===== src/rtl/uart_tx_cfg.sv =====
// Parametrised UART transmitter with a small input FIFO.
// Frames are sent back-to-back while the FIFO holds data; tx is registered and idles high.
module uart_tx_cfg #(
    parameter int CLOCK_RATE = 50_000_000,
    parameter int BAUD       = 115_200,
    parameter int DATA_BITS  = 8,
    parameter int PARITY     = 0,
    parameter int STOP_BITS  = 1,
    parameter int FIFO_DEPTH = 4
) (
    input  logic                 clk,
    input  logic                 nrst,
    input  logic                 tx_load,
    input  logic [DATA_BITS-1:0] tx_data,
    output logic                 tx_ready,
    output logic                 tx_idle,
    output logic                 tx_overflow,
    output logic                 tx
);

    localparam int DIVIDER = CLOCK_RATE / BAUD;
    localparam int TW      = $clog2(DIVIDER);
    localparam int BW      = $clog2(DATA_BITS);
    localparam int SW      = $clog2(STOP_BITS + 1);
    localparam int PW      = $clog2(FIFO_DEPTH);
    localparam int CW      = PW + 1;

    localparam logic [TW-1:0] RELOAD    = TW'(DIVIDER - 1);
    localparam logic [BW-1:0] LAST_BIT  = BW'(DATA_BITS - 1);
    localparam logic [SW-1:0] LAST_STOP = SW'(STOP_BITS - 1);
    localparam logic [CW-1:0] FULL_CNT  = CW'(FIFO_DEPTH);

    if (DIVIDER < 2) begin : g_bad_divider
        $error("uart_tx_cfg: CLOCK_RATE / BAUD must be at least 2");
    end
    if (DATA_BITS < 5 || DATA_BITS > 9) begin : g_bad_data_bits
        $error("uart_tx_cfg: DATA_BITS must be 5 to 9");
    end
    if (PARITY < 0 || PARITY > 2) begin : g_bad_parity
        $error("uart_tx_cfg: PARITY must be 0, 1 or 2");
    end
    if (STOP_BITS != 1 && STOP_BITS != 2) begin : g_bad_stop_bits
        $error("uart_tx_cfg: STOP_BITS must be 1 or 2");
    end
    if (FIFO_DEPTH < 2 || (FIFO_DEPTH & (FIFO_DEPTH - 1)) != 0) begin : g_bad_depth
        $error("uart_tx_cfg: FIFO_DEPTH must be a power of 2 and at least 2");
    end

    typedef enum logic [2:0] {IDLE, START, DATA, PAR, STOP} state_t;

    state_t               state;
    logic [TW-1:0]        timer;
    logic [BW-1:0]        bit_idx;
    logic [SW-1:0]        stop_cnt;
    logic [DATA_BITS-1:0] shreg;
    logic                 par_bit;

    logic [DATA_BITS-1:0] mem [FIFO_DEPTH];
    logic [PW-1:0]        wr_ptr;
    logic [PW-1:0]        rd_ptr;
    logic [CW-1:0]        count;
    logic [DATA_BITS-1:0] head;

    logic full;
    logic empty;
    logic push;
    logic pop;
    logic bit_end;
    logic last_stop;

    assign full      = (count == FULL_CNT);
    assign empty     = (count == '0);
    assign push      = tx_load && !full;
    assign tx_ready  = !full;
    assign head      = mem[rd_ptr];
    assign bit_end   = (timer == '0);
    assign last_stop = (state == STOP) && bit_end && (stop_cnt == LAST_STOP);
    // The FIFO is popped either from IDLE or straight out of the final stop bit.
    assign pop       = !empty && ((state == IDLE) || last_stop);

    always_ff @(posedge clk) begin
        if (push) begin
            mem[wr_ptr] <= tx_data;
        end
    end

    always_ff @(posedge clk or negedge nrst) begin
        if (!nrst) begin
            wr_ptr      <= '0;
            rd_ptr      <= '0;
            count       <= '0;
            tx_overflow <= 1'b0;
        end else begin
            tx_overflow <= tx_load && full;
            if (push) begin
                wr_ptr <= wr_ptr + 1'b1;
            end
            if (pop) begin
                rd_ptr <= rd_ptr + 1'b1;
            end
            case ({push, pop})
                2'b10:   count <= count + 1'b1;
                2'b01:   count <= count - 1'b1;
                default: count <= count;
            endcase
        end
    end

    // tx and tx_idle are decoded from the state of the previous cycle, so tx lags the FSM by one clock.
    always_ff @(posedge clk or negedge nrst) begin
        if (!nrst) begin
            state    <= IDLE;
            timer    <= '0;
            bit_idx  <= '0;
            stop_cnt <= '0;
            shreg    <= '0;
            par_bit  <= 1'b0;
            tx       <= 1'b1;
            tx_idle  <= 1'b1;
        end else begin
            tx_idle <= (state == IDLE) && empty;

            case (state)
                START:   tx <= 1'b0;
                DATA:    tx <= shreg[0];
                PAR:     tx <= par_bit;
                default: tx <= 1'b1;
            endcase

            if (!bit_end) begin
                timer <= timer - 1'b1;
            end

            case (state)
                IDLE: begin
                    if (pop) begin
                        shreg   <= head;
                        par_bit <= (PARITY == 1) ? ~(^head) : (^head);
                        timer   <= RELOAD;
                        state   <= START;
                    end
                end
                START: begin
                    if (bit_end) begin
                        bit_idx <= '0;
                        timer   <= RELOAD;
                        state   <= DATA;
                    end
                end
                DATA: begin
                    if (bit_end) begin
                        shreg <= shreg >> 1;
                        timer <= RELOAD;
                        if (bit_idx == LAST_BIT) begin
                            stop_cnt <= '0;
                            state    <= (PARITY != 0) ? PAR : STOP;
                        end else begin
                            bit_idx <= bit_idx + 1'b1;
                        end
                    end
                end
                PAR: begin
                    if (bit_end) begin
                        stop_cnt <= '0;
                        timer    <= RELOAD;
                        state    <= STOP;
                    end
                end
                STOP: begin
                    if (bit_end) begin
                        timer <= RELOAD;
                        if (stop_cnt != LAST_STOP) begin
                            stop_cnt <= stop_cnt + 1'b1;
                        end else if (pop) begin
                            shreg   <= head;
                            par_bit <= (PARITY == 1) ? ~(^head) : (^head);
                            state   <= START;
                        end else begin
                            state <= IDLE;
                        end
                    end
                end
                default: state <= IDLE;
            endcase
        end
    end

endmodule


===== config.mk =====
export PLATFORM = sky130hd
export DESIGN_NAME = uart_tx_cfg
export DESIGN_NICKNAME = d
export VERILOG_FILES = /design/src/rtl/uart_tx_cfg.sv
export SDC_FILE = /design/constraint.sdc
export NUM_CORES = 1
export LEC_CHECK = 0
export CAP_MARGIN = 20
export CORE_MARGIN = 2
export CORE_UTILIZATION = 50
export CTS_CLUSTER_SIZE = 12
export DETAILED_ROUTE_END_ITERATION = 12
export PLACE_DENSITY = 0.68
export SYNTH_ARGS = -nofsm -noshare
export SYNTH_HDL_FRONTEND = slang
export SYNTH_SLANG_ARGS = --single-unit

===== constraint.sdc =====
create_clock -name clk -period 5.25 [get_ports clk]
set_input_delay 1.05 -clock clk [delete_from_list [all_inputs] [get_ports clk]]
set_output_delay 1.05 -clock clk [all_outputs]
set_load 0.02 [all_outputs]

Word level (Yosys, flattened, before mapping)
Memories as Yosys holds them, arrays and structs flattened.
Index checks and enable logic that the tools add are counted.

word-level totals
  output and inout bits = 4
  memory bits (read-only) = 0
  memories = 1
  register bits = 35
  bits in latches = 0
  bits in writable memories = 32

memory list
  memory  words  bits a word  read ports  clocked after Yosys merged registers in  wr ports  RTL line  text
  mem     4      8            1           0                                        1         58        logic [DATA_BITS-1:0] mem [FIFO_DEPTH];

cells by class
  bitwise operators = 1
  multiplexer cells = 36
  add/subtract/negate cells = 7
  shift-type cells = 0
  $mul = 0
  divide/modulo/power cells = 0
  equal/unequal tests = 16
  reduce and logical (&&, ||, !) cells = 24
  order comparisons = 0

operators by type and width
  cell                   number
  $mux W8                4
  $mux W3                10
  $mux W9                3
  $pmux W8 S3            1
  $pmux W9 S2            1
  $ne A2 B2 Y1 const B   8
  $pmux W3 S5            1
  $pmux W3 S2            2
  $mux W1                11
  $eq A3 B3 Y1 const B   3
  $logic_not A9 Y1       1
  $sub A9 B1 Y9 const B  1
  $reduce_and A4 Y1      2
  $reduce_xor A8 Y1      1
  $reduce_and A7 Y1      1
  $add A3 B1 Y3 const B  2
  $eq A3 B2 Y1 const B   2
  $logic_and A1 B1 Y1    6
  $logic_not A3 Y1       2
  $pmux W1 S3            2
  $reduce_bool A2 Y1     3
  $reduce_bool A3 Y1     2
  $reduce_and A5 Y1      1
  $add A2 B1 Y2 const B  2
  other kinds (11)       12

Logic depth before layout (Yosys ltp)
  word-level depth = 9
  depth in mapped cells = 12
  mapped depth without buffers = 11

Least setup slack after synthesis
OpenSTA, ideal clock, no wires.

  path type = register to register
  from = register timer[0]
  to = register count[2]
  stages on the path, launching flop included = 13
  setup time = 79 ps
  required time = 5171 ps
  setup slack = 2598 ps
  arrival = 2573 ps
  cells stage by stage = dfrtp_1 -> inv_1 -> ha_1 -> or4b_4 -> o21ai_2 -> and3b_2 -> buf_4 -> ha_1 -> inv_1 -> fa_1 -> xor2_1 -> nor2_1 -> xor2_1

between the ends
  word-level cells in the longest chain between the ends = 7

RTL lines
  item                                               RTL line  text
  from (decl)                                        52        logic [TW-1:0] timer;
  from (signal assigned)                             131       timer <= timer - 1'b1;
  $logic_not A9 Y1 (*)                               76        assign bit_end = (timer == '0);
  $logic_and A1 B1 Y1 (*) (2 in series)              77        assign last_stop = (state == STOP) && bit_end && (stop_cnt == LAST_STOP);
  $logic_or A1 B1 Y1 (*)                             79        assign pop = !empty && ((state == IDLE) || last_stop);
  $logic_and A1 B1 Y1 (*)                            79
  via pop                                            67        logic pop;
  $eq A2 B1 Y1 or $eq A2 B2 Y1 (tied branches)       101       case ({push, pop})
  $pmux W3 S2 or $reduce_bool A2 Y1 (tied branches)  -
  to (signal assigned)                               102       2'b10: count <= count + 1'b1;
  to (signal assigned)                               103       2'b01: count <= count - 1'b1;
  to (signal assigned)                               104       default: count <= count;
  to (decl)                                          61        logic [CW-1:0] count;

The timed path passes the listed nets; every way through them passes the cells marked *.
A chain may end at the register's enable or synchronous reset.

Worst setup path in the final report
  from = register timer[0]
  to = register count[2]

between the ends
  word-level cells in the longest chain between the ends = 7

RTL lines
  item                                               RTL line
  $logic_not A9 Y1 (*)                               76
  $logic_and A1 B1 Y1 (*) (2 in series)              77
  $logic_or A1 B1 Y1 (*)                             79
  $logic_and A1 B1 Y1 (*)                            79
  $eq A2 B1 Y1 or $eq A2 B2 Y1 (tied branches)       101
  $pmux W3 S2 or $reduce_bool A2 Y1 (tied branches)  -

Mark *: on every way between the ends. The rest lies on a longest branch, timed or not.

==> results.yml <==
grt:
  antenna_found_initial: 0
  grt_use_total_pct: 17.52
  grt_pass1_vias: 1778
  grt_overflow: 0
  grt_pass1_wl_um: 8514
  grt_max_degree: 35
cts:
  h-tree-depth: 3
  cts.sinks: 66
  cts_root_buffer: "clkbuf_8"
  path_clk_slew_ns: 0.07
  post-cts-setup-buffer-count: 0
  cts_tree: "built"
  clk_latency_ns: 0.35
  ctsHoldBuffers: 0
  cts_resized: 0
  cts_made_buffers: 9
  cts_buffer_depth: 2
layout:
  final_cells: 316
  final_nets: 258
  num_antenna_cells: 0
  syn_to_final_growth_pct: 12.41
  stdcell_area_mm2: 0.003456
  final_cell_mix: "dfrtp_1, edfxtp_1, mux2_2, nor2_1, nand2_1"
  drive_gt1_share_pct: 23.24
yosys:
  ys_async_sr_fraction_pct: 51.52
  ys_seq_area_share_pct: 59.02
  synth_edf_count: 32
  syn_nets: 238
  netlist_area_mm2: 0.003074
  ys_dominant_reg_cell: "edfxtp_1"
  synth.distinct_cells: 46
  yosys_warnings: 0
  avgSynthCellArea_um2: 14.23
  synthCells: 216
  ys_seq_elements: 66
sta:
  setup_slack_ns: 2.409
  setup_viol: 0
  fmax_mhz: 352.0
  period_minus_slack_ns: 2.841
  worst_pin_slew_ns: 0.6370
  drv_slew: 0
  rsz0062_at_grt: "no"
  timing_hold_violations_final: 0
  relSlewSlack_pct: 57.38
  setup-tns-final_ns: 0
  finalCritPeriodShare_pct: 54.12
  skew_ns: 0.006600
detailed_routing:
  wl_met1_um: 2398
  routed.top_layer: "met4"
  routed_wl_um: 4897
  via_per_inst: 5.380
  drt_pre_antenna_iters: 4
  routed-via-count: 1700
  ant_nets: 0
  first_iter_violations: 64
  drc: 0
  wl_met3_um: 175
  dr_wl_met2_um: 2234
  routedWlPerCell_um: 15.50
worst_setup_path:
  cp-start-kind: "flop"
  crit_chain: "inv_1 > ha_1 > or4b_4 > o21ai_2 > and3b_2 > ha_1 > inv_1 > fa_1 > xor2_1 > nor2_1 > xor2_1"
  cp_num_buf_inv: 2
  required_ns: 5.52
  crit_path_max_incr_delay_ns: 0.52
  cp_max_fo: 7
  crit_path_end_kind: "flop"
  crit_slowest_cell: "or4b_4"
  arrival_ns: 3.11
  cpLargestDelayFamily: "simple AND/OR/NAND/NOR gates"
  path_class: "flop to flop"
die:
  io_pins: 15
  initial_core_util_pct: 51.92
  die_x_um: 82.41
  core-area_mm2: 0.005921
  rows: 28
  dieHeight_um: 82.41
  dieArea_mm2: 0.006791
power:
  peakVddDrop_mv: 0.2456
  leakagePower_nw: 1.403
  powerDensity_mw_per_mm2: 357.3
place:
  dpl.cell_count: 300
  place_congestion: 0.7432
  portBuffers: 14
  dp_hpwl_um: 3395
  detailed_place.area_mm2: 0.003286
  post-place-ws_ns: 2.412
flow_run:
  cap_violations: 0
min_path:
  hp-class: "flop to flop"
outcome:
  status: "finished, final reports clean"
metrics by stage:
step                      util (%)  total power, mW  hold slack [ns]
after global placement       55.49           0.8727           0.4888
after floorplan                  -           0.8057           0.4750
after global routing         58.37            1.307           0.5280
after detailed placement     55.49           0.8794           0.4934
after CTS                    58.37            1.250           0.5146
final                        58.37            1.235           0.5120
worst paths after layout:
path                                from          end  slack (ns)  cells after the start
worst min register to register  shreg[2]     shreg[2]        0.51                      1
worst max-delay path            timer[0]     count[2]        2.41                     11
worst max register to register  timer[0]     count[2]        2.41                     11
min in group asynchronous           nrst  tx_overflow        1.11                      2
max in group asynchronous           nrst      tx_idle        3.81                      2
worst min-delay path            shreg[2]     shreg[2]        0.51                      1
cell type report:
type	count	area (um2)
clock buffer	9	123.9
multi-input combinational	136	1200
tap	75	93.84
inverter	8	30.03
clock inverter	7	46.29
fill	479	2465
sequential	66	1814
timing repair buffer	15	147.6
layer usage:
metal | up-vias | global-route usage, %
met2 | 25 | 25.48
met5 | - | 0
met4 | 0 | 7.000
met1 | 838 | 23.88
li1 | 827 | -
met3 | 10 | 6.522
cells by family after synthesis:
logic type,after synthesis,synth area share [%]
compound gates,23,5.780
xor+xnor,18,5.128
fa+ha+maj,11,4.721
buf+inv,14,1.953
flops,66,59.02
mux,26,12.41
simple gates,58,10.99
where the power goes:
part | internal, mW | switching [mW] | leakage, nW
sequential | 0.620 | 0.0318 | 0.703
clock | 0.170 | 0.200 | 0.0927
combinational | 0.0974 | 0.116 | 0.608
total | 0.888 | 0.347 | 1.40
synthesized netlist by cell type (5+ instances only):
cell type / count / area share, %
dfrtp_1: 32 / 26
ha_1: 10 / 4.1
nor2_1: 16 / 2.0
xor2_1: 5 / 1.4
edfxtp_1: 32 / 31
and3_1: 5 / 1.0
nand2_1: 15 / 1.8
mux4_2: 8 / 5.9
o21ai_0: 5 / 0.81
a21oi_1: 5 / 0.81
nor3_1: 6 / 0.98
xnor2_1: 13 / 3.7
mux2_2: 17 / 6.2
inv_1: 7 / 0.85
registers in the layout, indices dropped and copies added (netlist names):
| register | cells |
|---|---|
| mem | 32 |
| par_bit | 1 |
| wr_ptr | 2 |
| tx_overflow | 1 |
| timer | 9 |
| shreg | 8 |
| count | 3 |
| tx | 1 |
| state | 3 |
| tx_idle | 1 |
| bit_idx | 3 |
| rd_ptr | 2 |
Note: power is estimated with default switching activity, not from simulation.
